$ cat config.mk
export PLATFORM = sky130hd
export DESIGN_NAME = gate_sweep_controller
export DESIGN_NICKNAME = d
export VERILOG_FILES = /design/src/rtl/gate_sweep_controller.sv
export SDC_FILE = /design/constraint.sdc
export NUM_CORES = 1
export LEC_CHECK = 0
export ABC_AREA = 1
export BUFFER_PORTS_ARGS = -buffer_cell sky130_fd_sc_hd__buf_2
export CAP_MARGIN = 15
export CORE_MARGIN = 2
export CORE_UTILIZATION = 40
export DETAILED_ROUTE_END_ITERATION = 8
export HOLD_SLACK_MARGIN = 0.12
export SYNTH_ARGS = -nofsm -noshare
export SYNTH_HDL_FRONTEND = slang
export SYNTH_SLANG_ARGS = --single-unit
$ cat constraint.sdc
create_clock -name clk -period 3.7 [get_ports clk]
set_input_delay 0.185 -clock clk [delete_from_list [all_inputs] [get_ports clk]]
set_output_delay 0.185 -clock clk [all_outputs]
set_load 0.01 [all_outputs]
$ cat src/rtl/gate_sweep_controller.sv
// gate_sweep_controller: drives every input vector onto a small combinational
// gate datapath. After each vector has had time to settle, it compares the
// datapath output with a reference reduction function. It reports the
// mismatch count, the first failing vector and an overall pass flag.
module gate_sweep_controller #(
  parameter int WIDTH  = 2,  // datapath inputs, 1..8
  parameter int SETTLE = 1,  // cycles between driving a vector and sampling, 1..15
  parameter int FUNC   = 0   // 0=NAND 1=AND 2=OR 3=NOR 4=XOR 5=XNOR, else NAND
) (
  input  logic             clk,
  input  logic             reset,
  input  logic             start,
  input  logic             dut_r,
  output logic [WIDTH-1:0] vec_out,
  output logic             busy,
  output logic             done,
  output logic             pass,
  output logic [WIDTH:0]   err_count,
  output logic [WIDTH-1:0] fail_vec,
  output logic             fail_valid
);

  typedef enum logic [1:0] {
    S_IDLE,
    S_DRIVE,
    S_CHECK,
    S_DONE
  } state_t;

  localparam logic [WIDTH-1:0] VEC_LAST    = '1;
  localparam logic [3:0]       SETTLE_LAST = 4'(SETTLE - 1);
  // The counter saturates at 2^WIDTH. A full sweep can never exceed that value,
  // but saturating keeps the counter from ever wrapping.
  localparam logic [WIDTH:0]   ERR_MAX     = {1'b1, {WIDTH{1'b0}}};

  state_t           state_q, state_d;
  logic [WIDTH-1:0] vec_q, vec_d;
  logic [3:0]       settle_q, settle_d;
  logic             busy_q, busy_d;
  logic             done_q, done_d;
  logic             pass_q, pass_d;
  logic [WIDTH:0]   err_q, err_d;
  logic [WIDTH-1:0] fail_vec_q, fail_vec_d;
  logic             fail_valid_q, fail_valid_d;
  logic             exp_bit;

  // Reference function over the vector currently driven onto the datapath
  always_comb begin
    exp_bit = ~(&vec_q);
    case (FUNC)
      1:       exp_bit = &vec_q;
      2:       exp_bit = |vec_q;
      3:       exp_bit = ~(|vec_q);
      4:       exp_bit = ^vec_q;
      5:       exp_bit = ~(^vec_q);
      default: exp_bit = ~(&vec_q);
    endcase
  end

  // State and result registers; reset discards any partial sweep
  always_ff @(posedge clk) begin
    if (reset) begin
      state_q      <= S_IDLE;
      vec_q        <= '0;
      settle_q     <= '0;
      busy_q       <= 1'b0;
      done_q       <= 1'b0;
      pass_q       <= 1'b0;
      err_q        <= '0;
      fail_vec_q   <= '0;
      fail_valid_q <= 1'b0;
    end else begin
      state_q      <= state_d;
      vec_q        <= vec_d;
      settle_q     <= settle_d;
      busy_q       <= busy_d;
      done_q       <= done_d;
      pass_q       <= pass_d;
      err_q        <= err_d;
      fail_vec_q   <= fail_vec_d;
      fail_valid_q <= fail_valid_d;
    end
  end

  // Next-state logic and result bookkeeping; everything holds unless updated
  always_comb begin
    state_d      = state_q;
    vec_d        = vec_q;
    settle_d     = settle_q;
    done_d       = 1'b0;
    pass_d       = pass_q;
    err_d        = err_q;
    fail_vec_d   = fail_vec_q;
    fail_valid_d = fail_valid_q;
    case (state_q)
      S_IDLE: begin
        if (start) begin
          state_d      = S_DRIVE;
          vec_d        = '0;
          settle_d     = '0;
          err_d        = '0;
          fail_valid_d = 1'b0;
          fail_vec_d   = '0;
          pass_d       = 1'b0;
        end
      end
      S_DRIVE: begin
        settle_d = settle_q + 4'd1;
        if (settle_q == SETTLE_LAST) begin
          state_d = S_CHECK;
        end
      end
      S_CHECK: begin
        if (dut_r != exp_bit) begin
          if (err_q != ERR_MAX) begin
            err_d = err_q + 1'b1;
          end
          if (!fail_valid_q) begin
            fail_vec_d   = vec_q;
            fail_valid_d = 1'b1;
          end
        end
        // The last vector ends the sweep, so vec_out never wraps back to zero
        if (vec_q == VEC_LAST) begin
          state_d = S_DONE;
        end else begin
          vec_d    = vec_q + 1'b1;
          settle_d = '0;
          state_d  = S_DRIVE;
        end
      end
      S_DONE: begin
        // err_q already includes the final CHECK here
        done_d  = 1'b1;
        pass_d  = (err_q == '0);
        state_d = S_IDLE;
      end
      default: state_d = S_IDLE;
    endcase
    busy_d = (state_d == S_DRIVE) || (state_d == S_CHECK);
  end

  assign vec_out    = vec_q;
  assign busy       = busy_q;
  assign done       = done_q;
  assign pass       = pass_q;
  assign err_count  = err_q;
  assign fail_vec   = fail_vec_q;
  assign fail_valid = fail_valid_q;

endmodule
Word-level counts from Yosys, hierarchy flattened:

Cells that the tools add are included.

* output and inout bits: 11
* input port bits: 4
* register bits: 17
* logic and storage cells: 62

* $add $sub $neg: 3
* bitwise operators: 1
* eq/ne operators: 13
* reductions and logical operators: 14
* muxes and demuxes: 22

Operators by type and width (count)
* 2-to-1 mux 2 bit: 7
* one-hot mux 4 bit (3 select lines): 1
* inequality test 2 bit, second input constant: 5
* 2-to-1 mux 3 bit: 3
* AND reduction 3 bit: 3
* equality test 2 bit, second input constant: 4
* 2-to-1 mux 4 bit: 2
* one-hot mux 2 bit (2 select lines): 2
* one-hot mux 2 bit (4 select lines): 1
* AND reduction 4 bit: 2
* one-hot mux 3 bit (2 select lines): 1
* adder 4 x 1 -> 4 bit, second input constant: 1
* equality test 2 x 1 -> 1 bit, second input constant: 2
* zero test 4 bit: 1
* one-hot mux 1 bit (2 select lines): 2
* AND reduction 2 bit: 2
* nonzero test 2 bit: 2
* adder 3 x 1 -> 3 bit, second input constant: 1
* zero test 3 bit: 1
* 2-to-1 mux 1 bit: 3
* inequality test 3 bit, second input constant: 1
* nonzero test 3 bit: 1
* adder 2 x 1 -> 2 bit, second input constant: 1
* zero test 2 bit: 1
* 3 further kinds: 3

Logic depth before layout (Yosys ltp):

* word-level depth: 5
* gate-level depth with buffers: 8
* gate-level depth less buffers: 8

Least setup slack after synthesis:

OpenSTA, ideal clock, no wires.

* path kind: flip-flop to flip-flop
* from: register vec_q[0] (netlist: vec_out[0])
* to: register err_q[2] (netlist: err_count[2])
* buffers on the path: 0
* library setup time: 0.132 ns
* stages on the path, launching flop included: 9
* arrival time: 1.136 ns
* period minus slack after synthesis: 1.268 ns
* setup slack: 2.432 ns
* data required time: 3.568 ns
* cell sequence: dfxtp_1 ha_1 inv_1 nand2_1 nand2_1 nand2_1 nand3_2 nand2_1 a21oi_1

* longest elaborated chain between the ends: 5

Ends and longest elaborated chain
* start: declaration: RTL line 37 `logic [WIDTH-1:0] vec_q, vec_d;`
* start signal: assignment: RTL line 74 `vec_q <= vec_d;`
* AND reduction 2 bit: RTL line 56 `default: exp_bit = ~(&vec_q);`
* NOT 1 bit: RTL line 56
* inequality test 1 bit: RTL line 114 `if (dut_r != exp_bit) begin`
* inequality test 2 bit (no line)
* AND reduction 4 bit (no line)
* end signal: assignment: RTL line 79 `err_q <= err_d;`
* end: declaration: RTL line 42 `logic [WIDTH:0] err_q, err_d;`

No other way between the ends.
A chain may end at the register's enable or synchronous reset.

Worst setup path in the final report:

* from: register vec_q[0] (netlist: vec_out[0])
* to: register err_q[0] (netlist: err_count[0])

Same word-level chain as after synthesis.

==> impl_metrics.py <==
metrics = {
    "outcome": {
        "status": "finished clean",
    },
    "clock_network": {
        "h-tree-depth": 1,
        "clockRootBuffer": "clkbuf_4",
        "clock_path_buffers": 2,
        "worstSkewPairLatency_ns": 0.30,
        "postCtsHoldBufs": 0,
        "tritoncts": "yes",
        "clock-sinks": 17,
        "post_cts_resized": 0,
        "postCtsSetupBuffers": 0,
        "cts_buffers": 3,
        "clk_pin_slew_worst_paths_ns": 0.11,
    },
    "floorplan": {
        "initial_core_util_pct": 41.2,
        "std_cell_rows": 17,
        "die_x_um": 51.0,
        "fp.dieH_um": 51.0,
        "dieArea_mm2": 0.00260,
        "num_io_pins": 15,
        "core_area_mm2": 0.00215,
    },
    "timing": {
        "fin_setup_tns_ns": 0,
        "setup_viol_count_final": 0,
        "clock-skew-final_ns": 0.0115,
        "hold_viol": 0,
        "period_needed_ns": 1.38,
        "worst_pin_slew_ns": 0.284,
        "timing.slew.headroom_pct": 81.1,
        "setup_ws_ns": 2.32,
        "period_share_pct": 37.4,
        "rsz0062_at_grt": "false",
        "maxSlewViolCount": 0,
        "fmax_mhz": 723,
    },
    "global_routing": {
        "gr-total-overflow": 0,
        "grt_pass1_vias": 723,
        "grt_pass1_wl_um": 3080,
        "grt_max_degree": 14,
        "gr-usage-all-layers_pct": 16.0,
        "antenna_found_initial": 0,
    },
    "placement": {
        "place.gp.congestion": 0.746,
        "port_buffers": 14,
        "hpwl_um": 1300,
        "dp_slack_ns": 2.38,
    },
    "setup_path": {
        "reg2regPathDepth": 8,
        "cp-end-kind": "register",
        "r2r_end": "err_count[0]",
        "worst-path-max-fanout": 5,
        "cp-startpoint": "vec_out[0]",
        "worstSetupStartpointType": "register",
        "worst-r2r-setup-slack_ns": 2.32,
        "critPathCapture": "err_count[0]",
        "arrival_ns": 1.58,
        "required_ns": 3.89,
        "path_class": "register to register",
        "r2r-start": "vec_out[0]",
    },
    "cells_and_area": {
        "fin_nets": 142,
        "syn_to_final_growth_pct": 14.6,
        "antennaDiodeCount": 0,
        "drive_above_1_share_pct": 25.0,
    },
    "detailed_routing": {
        "route.detailed.drc": 0,
        "dr.first_iter.drc_count": 9,
        "first_pass_iters": 7,
        "ant_nets": 0,
        "wl_um": 1780,
        "via_count": 795,
        "viasPerCell": 4.97,
        "wl_per_cell_um": 11.1,
    },
    "hold_path": {
        "min_path_type": "input pin to register",
        "whs_path_depth": 2,
    },
    "synthesis": {
        "syn_area_per_cell_um2": 7.69,
        "syn_inst": 115,
        "ys_seq_area_share_pct": 38.5,
        "netlist-cell-type-count": 20,
        "syn_area_um2": 885,
        "synth_area_leaders": "dfxtp_1, nand2_1, a21oi_1",
        "yosysWarnings": 0,
        "synth_seq_cells": 17,
        "synth_top_area_share_pct": 38.5,
        "yosys.area.top_type": "dfxtp_1",
        "syn_nets": 124,
    },
    "power_and_ir_drop": {
        "p_per_area_mw_per_mm2": 372,
        "p_leak_nw": 0.445,
        "ir_worst_vdd_mv": 0.179,
        "power_mw": 0.377,
    },
    "run": {
        "cap_violations": 0,
    },
}
kinds of logic (layout without fill, tap and decap cells):
group                    Yosys count  after routing  share of synthesized area, %
buffers and inverters             16             33                          6.79
flip-flops                        17             17                          38.5
AND/OR/NAND/NOR                   59             59                          35.8
adder cells (fa/ha/maj)            5              5                          7.07
AO/OA/AOI/OAI                     18             18                          11.9
per-stage QoR:
stage	util (%)	hold WS [ns]	instance area (µm²)	instances
4_1_cts	47.2	0.235	1010	160
5_1_grt	47.2	0.239	1010	160
6_report	47.2	0.234	1010	160
3_3_place_gp	45.9	0.460	986	156
2_1_floorplan	-	0.254	885	115
3_5_place_dp	45.9	0.477	986	156
flip-flops by register name, summed over array words and instances (netlist names):
| register | flops |
|---|---|
| done | 1 |
| vec_out | 2 |
| fail_vec | 2 |
| pass | 1 |
| fail_valid | 1 |
| settle_q | 4 |
| err_count | 3 |
| busy | 1 |
| state_q | 2 |
cells in the mapped netlist:
| master | count |
|---|---|
| a21oi_1 | 13 |
| a21oi_2 | 3 |
| clkbuf_1 | 1 |
| dfxtp_1 | 17 |
| ha_1 | 5 |
| inv_1 | 13 |
| inv_2 | 2 |
| nand2_1 | 29 |
| nand2_2 | 3 |
| nand2_4 | 1 |
| nand3_1 | 9 |
| nand3_2 | 1 |
| nand3_4 | 2 |
| nand4_1 | 4 |
| nor2_1 | 7 |
| nor2_4 | 1 |
| nor2_8 | 1 |
| nor3_1 | 1 |
| o21ai_0 | 1 |
| o21ai_2 | 1 |
worst max-delay path, stage by stage, from the launching register on:
cell and delay [ns]:
dfxtp_1 0.42, ha_1 0.24, inv_1 0.08, nand2_1 0.12, nand2_1 0.07, nand2_1 0.10, nand3_2 0.09, nand2_1 0.08
a21oi_1 0.07
power by group:
part           internal (mW)  total (mW)  switching, mW
registers              0.192       0.202        0.00945
clock network         0.0403       0.104         0.0638
logic                 0.0254      0.0713         0.0458
total                  0.258       0.377          0.119
routing by layer:
| metal | wire [µm] | vias to the layer above | global-route usage [%] | share of wire, % |
|---|---|---|---|---|
| met5 | 0 | - | 0 | 0 |
| met4 | 31 | 0 | 6.76 | 1.7 |
| met3 | 40 | 5 | 3.51 | 2.3 |
| met2 | 901 | 9 | 29.0 | 51 |
| met1 | 803 | 372 | 17.8 | 45 |
| li1 | - | 409 | - | - |
layout by cell type (no fill, tap or decap), types with 2 or more instances in the layout:
master,n
nand3_1,9
a21oi_1,13
ha_1,5
nand4_1,4
buf_2,14
nor2_1,7
nand3_4,2
clkbuf_4,3
nand2_2,3
inv_2,2
inv_1,13
dfxtp_1,17
nand2_1,29
a21oi_2,3
worst min path at each step:
stage / from / to
2_1_floorplan: reset / err_count[1]
3_3_place_gp: fail_vec[0] / fail_vec[0]
3_5_place_dp: fail_vec[1] / fail_vec[1]
4_1_cts: reset / done
5_1_grt: reset / done
6_report: reset / done
layout make-up:
cell class | count | area (µm²)
clock buffer | 3 | 22.5
sequential | 17 | 340
tap | 28 | 35.0
clock inverter | 1 | 5.00
fill | 215 | 1130
timing repair buffer | 14 | 70.1
multi-input combinational | 82 | 484
inverter | 15 | 56.3
No activity file was read; power rests on OpenSTA's default activity.
